==> src/rtl/dac_write_scheduler_pkg.sv <==
`default_nettype none
// ---------------------------------------------------------------------------
// dac_pkg: shared MCP4725 constants and scheduler state type.  rev 1.0
// ---------------------------------------------------------------------------
package dac_pkg;

  // Fast-mode write command bits C2:C1.
  localparam logic [1:0] C_CMD_FAST = 2'b00;

  typedef enum logic [1:0] {
    PD_NORMAL = 2'b00,
    PD_1K     = 2'b01,
    PD_100K   = 2'b10,
    PD_500K   = 2'b11
  } pd_t;

  localparam logic [6:0] C_BASE_ADDR = 7'h60;

  typedef enum logic [1:0] {
    ST_IDLE  = 2'd0,
    ST_ISSUE = 2'd1,
    ST_WAIT  = 2'd2,
    ST_GAP   = 2'd3
  } state_t;

endpackage
`default_nettype wire

==> src/rtl/dac_write_scheduler_if.sv <==
`default_nettype none
// ---------------------------------------------------------------------------
// dac_write_scheduler_if: source requests and write-engine handshake.  rev 1.0
// ---------------------------------------------------------------------------
interface dac_write_scheduler_if #(
  parameter int N = 2
);
  logic [N-1:0]    req;
  logic [12*N-1:0] req_code;
  logic [2*N-1:0]  req_pd;
  logic [N-1:0]    grant;
  logic            wr_start;
  logic [6:0]      wr_addr;
  logic [11:0]     wr_code;
  logic [1:0]      wr_pd;
  logic            wr_busy;
  logic            wr_done;
  logic            wr_nack;
  logic            err;
  logic [1:0]      err_src;
  logic            active;

  modport master (
    input  req, req_code, req_pd, wr_busy, wr_done, wr_nack,
    output grant, wr_start, wr_addr, wr_code, wr_pd, err, err_src, active
  );

  modport slave (
    output req, req_code, req_pd, wr_busy, wr_done, wr_nack,
    input  grant, wr_start, wr_addr, wr_code, wr_pd, err, err_src, active
  );
endinterface
`default_nettype wire

==> src/rtl/dac_write_scheduler_rr_arbiter.sv <==
`default_nettype none
// ---------------------------------------------------------------------------
// rr_arbiter: combinational round-robin pick, searching upward from i_ptr.  rev 1.0
// ---------------------------------------------------------------------------
module rr_arbiter #(
  parameter int N  = 2,
  parameter int IW = 1
) (
  input  logic [N-1:0]  i_req,
  input  logic [IW-1:0] i_ptr,
  output logic [N-1:0]  o_grant,
  output logic [IW-1:0] o_idx,
  output logic          o_valid
);
  int w_j;

  always_comb begin
    o_grant = '0;
    o_idx   = '0;
    o_valid = 1'b0;
    w_j     = 0;
    for (int k = 0; k < N; k++) begin
      w_j = int'(i_ptr) + k;
      if (w_j >= N) w_j = w_j - N;
      if (!o_valid && i_req[w_j]) begin
        o_valid      = 1'b1;
        o_grant[w_j] = 1'b1;
        o_idx        = IW'(w_j);
      end
    end
  end
endmodule
`default_nettype wire

==> src/rtl/dac_write_scheduler.sv <==
`default_nettype none
// ---------------------------------------------------------------------------
// dac_write_scheduler: arbitrates DAC writes onto one I2C write engine. rev 1.0
// ---------------------------------------------------------------------------
module dac_write_scheduler
  import dac_pkg::*;
#(
  parameter int         N         = 2,
  parameter logic [6:0] BASE_ADDR = C_BASE_ADDR,
  parameter int         MIN_GAP   = 25,
  parameter int         MAX_RETRY = 2
) (
  input  logic                 clk,
  input  logic                 rst,
  dac_write_scheduler_if.master bus
);
  localparam int IW = (N > 1) ? $clog2(N) : 1;
  localparam int GW = $clog2(MIN_GAP + 1);
  localparam int RW = (MAX_RETRY > 0) ? $clog2(MAX_RETRY + 1) : 1;

  state_t        r_state;
  logic [IW-1:0] r_rr_ptr;
  logic [IW-1:0] r_sel;
  logic [RW-1:0] r_retry_cnt;
  logic          r_retry_pend;
  logic [GW-1:0] r_gap;

  logic [N-1:0]  w_grant;
  logic [IW-1:0] w_idx;
  logic          w_valid;

  rr_arbiter #(.N(N), .IW(IW)) u_arb (
    .i_req   (bus.req),
    .i_ptr   (r_rr_ptr),
    .o_grant (w_grant),
    .o_idx   (w_idx),
    .o_valid (w_valid)
  );

  always_ff @(posedge clk) begin
    if (rst) begin
      r_state      <= ST_IDLE;
      r_rr_ptr     <= '0;
      r_sel        <= '0;
      r_retry_cnt  <= '0;
      r_retry_pend <= 1'b0;
      r_gap        <= '0;
      bus.grant    <= '0;
      bus.wr_start <= 1'b0;
      bus.wr_addr  <= '0;
      bus.wr_code  <= '0;
      bus.wr_pd    <= '0;
      bus.err      <= 1'b0;
      bus.err_src  <= '0;
      bus.active   <= 1'b0;
    end else begin
      bus.grant    <= '0;
      bus.wr_start <= 1'b0;
      bus.err      <= 1'b0;
      case (r_state)
        ST_IDLE: begin
          if (w_valid) begin
            bus.grant   <= w_grant;
            bus.wr_addr <= BASE_ADDR + 7'(w_idx);
            bus.wr_code <= bus.req_code[12*w_idx +: 12];
            bus.wr_pd   <= bus.req_pd[2*w_idx +: 2];
            bus.active  <= 1'b1;
            r_sel       <= w_idx;
            r_rr_ptr    <= (w_idx == IW'(N-1)) ? '0 : w_idx + 1'b1;
            r_state     <= ST_ISSUE;
          end
        end
        ST_ISSUE: begin
          if (!bus.wr_busy) begin
            bus.wr_start <= 1'b1;
            r_state      <= ST_WAIT;
          end
        end
        ST_WAIT: begin
          if (bus.wr_done) begin
            r_gap   <= GW'(MIN_GAP);
            r_state <= ST_GAP;
            if (!bus.wr_nack) begin
              r_retry_cnt  <= '0;
              r_retry_pend <= 1'b0;
            end else if (r_retry_cnt < RW'(MAX_RETRY)) begin
              r_retry_cnt  <= r_retry_cnt + 1'b1;
              r_retry_pend <= 1'b1;
            end else begin
              bus.err      <= 1'b1;
              bus.err_src  <= 2'(r_sel);
              r_retry_cnt  <= '0;
              r_retry_pend <= 1'b0;
            end
          end
        end
        ST_GAP: begin
          // Gap occupies exactly MIN_GAP cycles; latched wr_* stay put for a retry.
          if (r_gap == GW'(1)) begin
            r_retry_pend <= 1'b0;
            if (r_retry_pend) begin
              r_state <= ST_ISSUE;
            end else begin
              bus.active <= 1'b0;
              r_state    <= ST_IDLE;
            end
          end else begin
            r_gap <= r_gap - 1'b1;
          end
        end
        default: r_state <= ST_IDLE;
      endcase
    end
  end
endmodule
`default_nettype wire

==> src/flat_wrapper.sv <==
// flat-port wrapper written by rule: the top's interface ports become plain ports
module dac_write_scheduler_flat import dac_pkg::*;
#(
  parameter int         N         = 2,
  parameter logic [6:0] BASE_ADDR = C_BASE_ADDR,
  parameter int         MIN_GAP   = 25,
  parameter int         MAX_RETRY = 2
)
  (clk, rst, bus_req, bus_req_code, bus_req_pd, bus_wr_busy, bus_wr_done, bus_wr_nack, bus_grant, bus_wr_start, bus_wr_addr, bus_wr_code, bus_wr_pd, bus_err, bus_err_src, bus_active);
  dac_write_scheduler_if #(.N(N)) bus_i ();
  input  logic clk;
  input  logic rst;
  input wire logic [$bits(bus_i.req)-1:0] bus_req;
  input wire logic [$bits(bus_i.req_code)-1:0] bus_req_code;
  input wire logic [$bits(bus_i.req_pd)-1:0] bus_req_pd;
  input wire logic [$bits(bus_i.wr_busy)-1:0] bus_wr_busy;
  input wire logic [$bits(bus_i.wr_done)-1:0] bus_wr_done;
  input wire logic [$bits(bus_i.wr_nack)-1:0] bus_wr_nack;
  output wire logic [$bits(bus_i.grant)-1:0] bus_grant;
  output wire logic [$bits(bus_i.wr_start)-1:0] bus_wr_start;
  output wire logic [$bits(bus_i.wr_addr)-1:0] bus_wr_addr;
  output wire logic [$bits(bus_i.wr_code)-1:0] bus_wr_code;
  output wire logic [$bits(bus_i.wr_pd)-1:0] bus_wr_pd;
  output wire logic [$bits(bus_i.err)-1:0] bus_err;
  output wire logic [$bits(bus_i.err_src)-1:0] bus_err_src;
  output wire logic [$bits(bus_i.active)-1:0] bus_active;
  assign bus_i.req = bus_req;
  assign bus_i.req_code = bus_req_code;
  assign bus_i.req_pd = bus_req_pd;
  assign bus_i.wr_busy = bus_wr_busy;
  assign bus_i.wr_done = bus_wr_done;
  assign bus_i.wr_nack = bus_wr_nack;
  assign bus_grant = bus_i.grant;
  assign bus_wr_start = bus_i.wr_start;
  assign bus_wr_addr = bus_i.wr_addr;
  assign bus_wr_code = bus_i.wr_code;
  assign bus_wr_pd = bus_i.wr_pd;
  assign bus_err = bus_i.err;
  assign bus_err_src = bus_i.err_src;
  assign bus_active = bus_i.active;
  dac_write_scheduler #(.N(N), .BASE_ADDR(BASE_ADDR), .MIN_GAP(MIN_GAP), .MAX_RETRY(MAX_RETRY)) u_core (.clk(clk), .rst(rst), .bus(bus_i));
endmodule
==> config.mk <==
export PLATFORM = sky130hd
export DESIGN_NAME = dac_write_scheduler_flat
export DESIGN_NICKNAME = d
export VERILOG_FILES = /design/src/rtl/dac_write_scheduler_pkg.sv /design/src/rtl/dac_write_scheduler_if.sv /design/src/rtl/dac_write_scheduler_rr_arbiter.sv /design/src/rtl/dac_write_scheduler.sv /design/src/flat_wrapper.sv
export SDC_FILE = /design/constraint.sdc
export NUM_CORES = 1
export LEC_CHECK = 0
export ABC_CLOCK_PERIOD_IN_PS = 2500
export BUFFER_PORTS_ARGS = -buffer_cell sky130_fd_sc_hd__buf_2
export CAP_MARGIN = 20
export CORE_MARGIN = 2
export CORE_UTILIZATION = 32
export DETAILED_ROUTE_END_ITERATION = 10
export PLACE_DENSITY = 0.67
export SLEW_MARGIN = 5
export SYNTH_ARGS = -nofsm -noshare
export SYNTH_HDL_FRONTEND = slang
export SYNTH_SLANG_ARGS = --single-unit
==> constraint.sdc <==
create_clock -name clk -period 2.5 [get_ports clk]
set_input_delay 0.375 -clock clk [delete_from_list [all_inputs] [get_ports clk]]
set_output_delay 0.375 -clock clk [all_outputs]
set_load 0.005 [all_outputs]
# After elaboration in Yosys (flattened, before gate mapping)
# Cells that the tools add are included.
# totals
output_inout_bits	28
inputBits	35
elab_cells	107
ff_bits	39
# op_classes
mux	41
add_sub_neg	7
n_lt_le_gt_ge	7
bitwise_logic	8
mul	1
eq_ne	10
n_shift	2
n_reduce_logical	17
# op_table
operator	n
32-bit by 1-bit >= comparator with 1-bit output, second input constant	2
32-bit by 3-bit less-than comparator with 1-bit output, second input constant	2
32-bit two-way mux	2
24-bit by 6-bit indexed part select with 12-bit output	1
1-bit two-way mux	23
2-bit two-way mux	8
4-bit AND reduction	3
5-bit two-way mux	2
2-bit inequality test, second input constant	5
5-bit one-hot mux with 2 select lines	1
2-bit one-hot mux with 4 select lines	1
6-bit by 2-bit adder with 7-bit output, first input constant	1
1-bit NOT	7
3-bit AND reduction	2
5-bit by 1-bit equality test with 1-bit output, second input constant	1
5-bit by 1-bit subtractor with 5-bit output, second input constant	1
2-bit equality test, second input constant	2
1-bit one-hot mux with 2 select lines	2
2-bit AND reduction	2
2-bit nonzero test	2
4-bit OR reduction	1
4-bit by 3-bit indexed part select with 2-bit output	1
1-bit logical AND	3
2-bit by 1-bit multiplier with 3-bit output, first input constant	1
16 further kinds	17

# Longest topological paths before layout
# depth
depth_word	11
mapped_depth	7
ltp_nobuf	6

# Modules after synthesis
# From an unflattened synthesis, not the netlist that was laid out.
# hier_totals
cells_unflattened	177
hier_area_um2	1594.0
# by_module_without_submodules
module	seq_area_each_um2	cells_each	area_per_inst_um2	instances
dac_write_scheduler	660.6	172	1561.5	1
rr_arbiter	0.0	5	32.5	1

# Worst setup path before layout
# No wires, ideal clock.
# synth_path
path_type	register to register
start	reg u_core.r_gap[0]
end	reg u_core.r_state[0]
t_arrival_ps	1748
required_time_ps	2414
n_path_buf	0
setup_slack_ps	666
stages_incl_launch_ff	6
setup_time_ps	86
cell_sequence	dfxtp_1 -> ha_1 -> or4b_4 -> a2111oi_4 -> o21ai_1 -> a221oi_2
# synth_between
elab_chain_len	3
# synth_rtl
item	line	source
start: declaration	dac_write_scheduler.sv:26	logic [GW-1:0] r_gap;
start signal: assignment	dac_write_scheduler.sv:81	r_gap <= GW'(MIN_GAP);
start signal: assignment	dac_write_scheduler.sv:108	r_gap <= r_gap - 1'b1;
5-bit by 1-bit equality test with 1-bit output	dac_write_scheduler.sv:99	if (r_gap == GW'(1)) begin
2-bit by 1-bit inequality test with 1-bit output (no source line)	--	
4-bit AND reduction (no source line)	--	
end signal: assignment	dac_write_scheduler.sv:102	r_state <= ST_ISSUE;
end signal: assignment	dac_write_scheduler.sv:105	r_state <= ST_IDLE;
end signal: assignment	dac_write_scheduler.sv:111	default: r_state <= ST_IDLE;
end: declaration	dac_write_scheduler.sv:21	state_t r_state;
# No other way between the ends.
# A chain may end at the register's enable or synchronous reset.

# Worst setup path after layout
# Ends and elaborated chain as after synthesis.

==> impl_results.md <==
* Status: completed
* Port-buffer cells at 57
* Dominant cells by area after synthesis: dfxtp_1, a222oi_1, nor2_1
* Drt wl/cell at 12.4 µm
* Vias in the first global route at 1,254
* Vias per cell at 5.05
* CP peak stage delay at 0.51 ns
* Crit-path cells: ha_1 -> or4b_4 -> a2111oi_4 -> o21ai_1 -> a221oi_2
* Tightest Hold Check Type: in2reg
* Rows at 24
* Sequential element share of the synthesized area at 0.442
* Synthesized flop and latch total at 33
* Cell variety after synth at 34
* RSZ-0062 raised after global routing: false
* Clock buffer count from CTS at 5
* Worst Path Class, Setup: reg2reg
* Synth Instances at 157
* Die ar. at 5230 µm²
* Post-synth EDFFs at 0
* Ant diodes at 0
* Initial Utilization at 0.338
* Clock root buffer: clkbuf_8
* Slew Limit Fails at 0
* Max-Cap Viols at 0
* Layout Nets at 254
* Die H at 72.3 µm
* Top FF cell, synth: dfxtp_1
* Worst R2R Start: u_core.r_gap[0]
* Setup TNS at 0 ns
* CTS Hold Buffers Added at 0
* Critical-path top delay cell: or4b_4
* WP data required at 2.70 ns
* # IOs at 63
* Worst vdd ir at 0.374 mV
* # Post-CTS Setup Buffers at 0
* Count of final hold-check violations at 0
* Post-synthesis average cell area at 9.52 µm²
* Critical path launch point: u_core.r_gap[0]
* Crit path DAT at 2.18 ns
* Yosys top cell by area: dfxtp_1
* Share of layout cells above drive strength 1 at 0.357
* Total placed cells including tap cells at 256
* Largest net degree at the start of global routing at 35
* Area fraction of the dominant cell type after synthesis at 0.442
* CTS tree: yes
* DRT Pass-1 Iters at 5
* Initial antenna violation count at 0
* Leakage at 0.882 nW
* Final cell count without fillers at 265
* Hold Startpoint: bus_wr_busy
* # setup viols final at 0
* Max FO, Critical Path at 5
* Crit. End Element: flop
* Die X at 72.3 µm
* CORE AREA at 4410 µm²
* Area Growth Syn to Fin at 26.2%
* Ys async rst share at 0
* Max-slew headroom at 0.569
* Clock sink count at 33
* Max Clock Skew at 0.00506 ns
* CTS Buffer Depth at 2
* Power Density at 976 nW/µm²
* Worst-Skew Late Latency at 0.28 ns
* Worst Setup Slack, final at 0.516 ns
* Post-Syn Area at 1490 µm²
* Fin crit share at 0.794
* Gp weighted congestion at 0.803
* Vias at 1,337
* Worst-margin pin slew at 0.638 ns
* Crit start category: flop
* Fin crit period at 1.98 ns
* Syn. warnings at 0
* DR iter-0 viols at 134
* Clock slew at reported path FFs at 0.07 ns
* Placed wire-length estimate at 2380 µm
* H-tree depth at 2
* WL final at 3290 µm
* Achievable Freq at 504 MHz
* Top-count cell post-synth: dfxtp_1
* Setup WS pre-CTS at 0.567 ns
* Final core utilization at 0.427
* First-pass GRT wire length at 5620 µm
* Gr usage total at 0.134
* DR DRC count at 0
* Synth cell count leaders: dfxtp_1, nor2_1, a222oi_1
* Antenna viol nets, final at 0
* Grt total ovfl at 0
* Post-CTS sizing at 0
report_power, final:
group | total [mW] | switching, mW | leakage, nW | internal (mW)
combinational | 0.730 | 0.378 | 0.568 | 0.352
clock | 0.388 | 0.196 | 0.0439 | 0.192
sequential | 0.723 | 0.0786 | 0.271 | 0.644
metrics by stage:
step / power, mW / hold slack [ns] / area [µm²]
floorplan: 1.24 / 0.451 / 1510
global placement: 1.44 / 0.450 / 1790
detailed placement: 1.45 / 0.455 / 1790
CTS: 1.85 / 0.250 / 1880
global route: 2.00 / 0.257 / 1890
finish: 1.84 / 0.260 / 1890
sequential cells by signal (all words and copies together) (netlist names):
name	count
u_core.bus.wr_code	12
u_core.r_gap	5
u_core.bus.grant	2
u_core.bus.wr_addr	2
u_core.bus.wr_pd	2
u_core.r_retry_cnt	2
u_core.r_state	2
u_core.bus.active	1
u_core.bus.err	1
u_core.bus.err_src	1
u_core.bus.wr_start	1
u_core.r_retry_pend	1
u_core.r_rr_ptr	1
area by class of cell:
cell class | count | area, µm²
Inverter | 6 | 22.5
Tap cell | 52 | 65.1
Clock inverter | 3 | 17.5
Fill cell | 453 | 2530
Timing Repair Buffer | 61 | 315
Clock buffer | 5 | 68.8
Multi-Input combinational cell | 105 | 736
Sequential cell | 33 | 661
worst paths after layout:
| kind | endpoint | slack (ns) | cells after the start |
|---|---|---|---|
| setup / recovery | u_core.r_state[0] | 0.52 | 5 |
| hold / removal | u_core.bus.wr_start | 0.26 | 2 |
| hold reg to reg | u_core.bus.wr_addr[5] | 0.46 | 2 |
| setup reg to reg | u_core.r_state[0] | 0.52 | 5 |
critical path, delay by kind of cell, from the launching register on:
kind / cells / cell delay [ns]
fa+ha+maj: 1 / 0.18
flops: 1 / 0.39
compound gates: 3 / 0.82
simple gates: 1 / 0.51
layer usage:
metal / share of wire / vias to the layer above / track usage
li1: - / 675 / -
met1: 0.45 / 622 / 0.171
met2: 0.48 / 37 / 0.219
met3: 0.060 / 3 / 0.0458
met4: 0.0073 / 0 / 0.0314
met5: 0 / - / 0
logic make-up (layout without fill, tap and decap cells):
group | Yosys count | in the layout | share of synthesized area
AOI/OAI and AO/OA | 36 | 36 | 0.211
buffers and inverters | 23 | 75 | 0.0754
DFF | 33 | 33 | 0.442
other | 1 | 5 | 0.00251
and+or+nand+nor | 51 | 51 | 0.173
muxes | 3 | 3 | 0.0201
xor gates and xnor gates | 3 | 3 | 0.0176
adders and majority gates | 7 | 7 | 0.0586
cells in the final DEF, fill, tap and decap left out, types with 2 or more instances in the layout:
cell type and n:
o21ai_1 2, and4b_1 2, nor3_1 3, a21oi_1 8, a2111oi_0 2, buf_4 4
nor3b_1 2, dfxtp_1 33, clkinv_2 2, a211oi_1 4, clkbuf_8 5, xnor2_1 3
conb_1 5, or2_2 2, buf_2 57, nand2_1 3, nand2b_1 2, nor2_1 28
mux2i_1 3, ha_1 7, inv_1 6, and3_1 2, a222oi_1 14
Note: power is estimated with default switching activity, not from simulation.
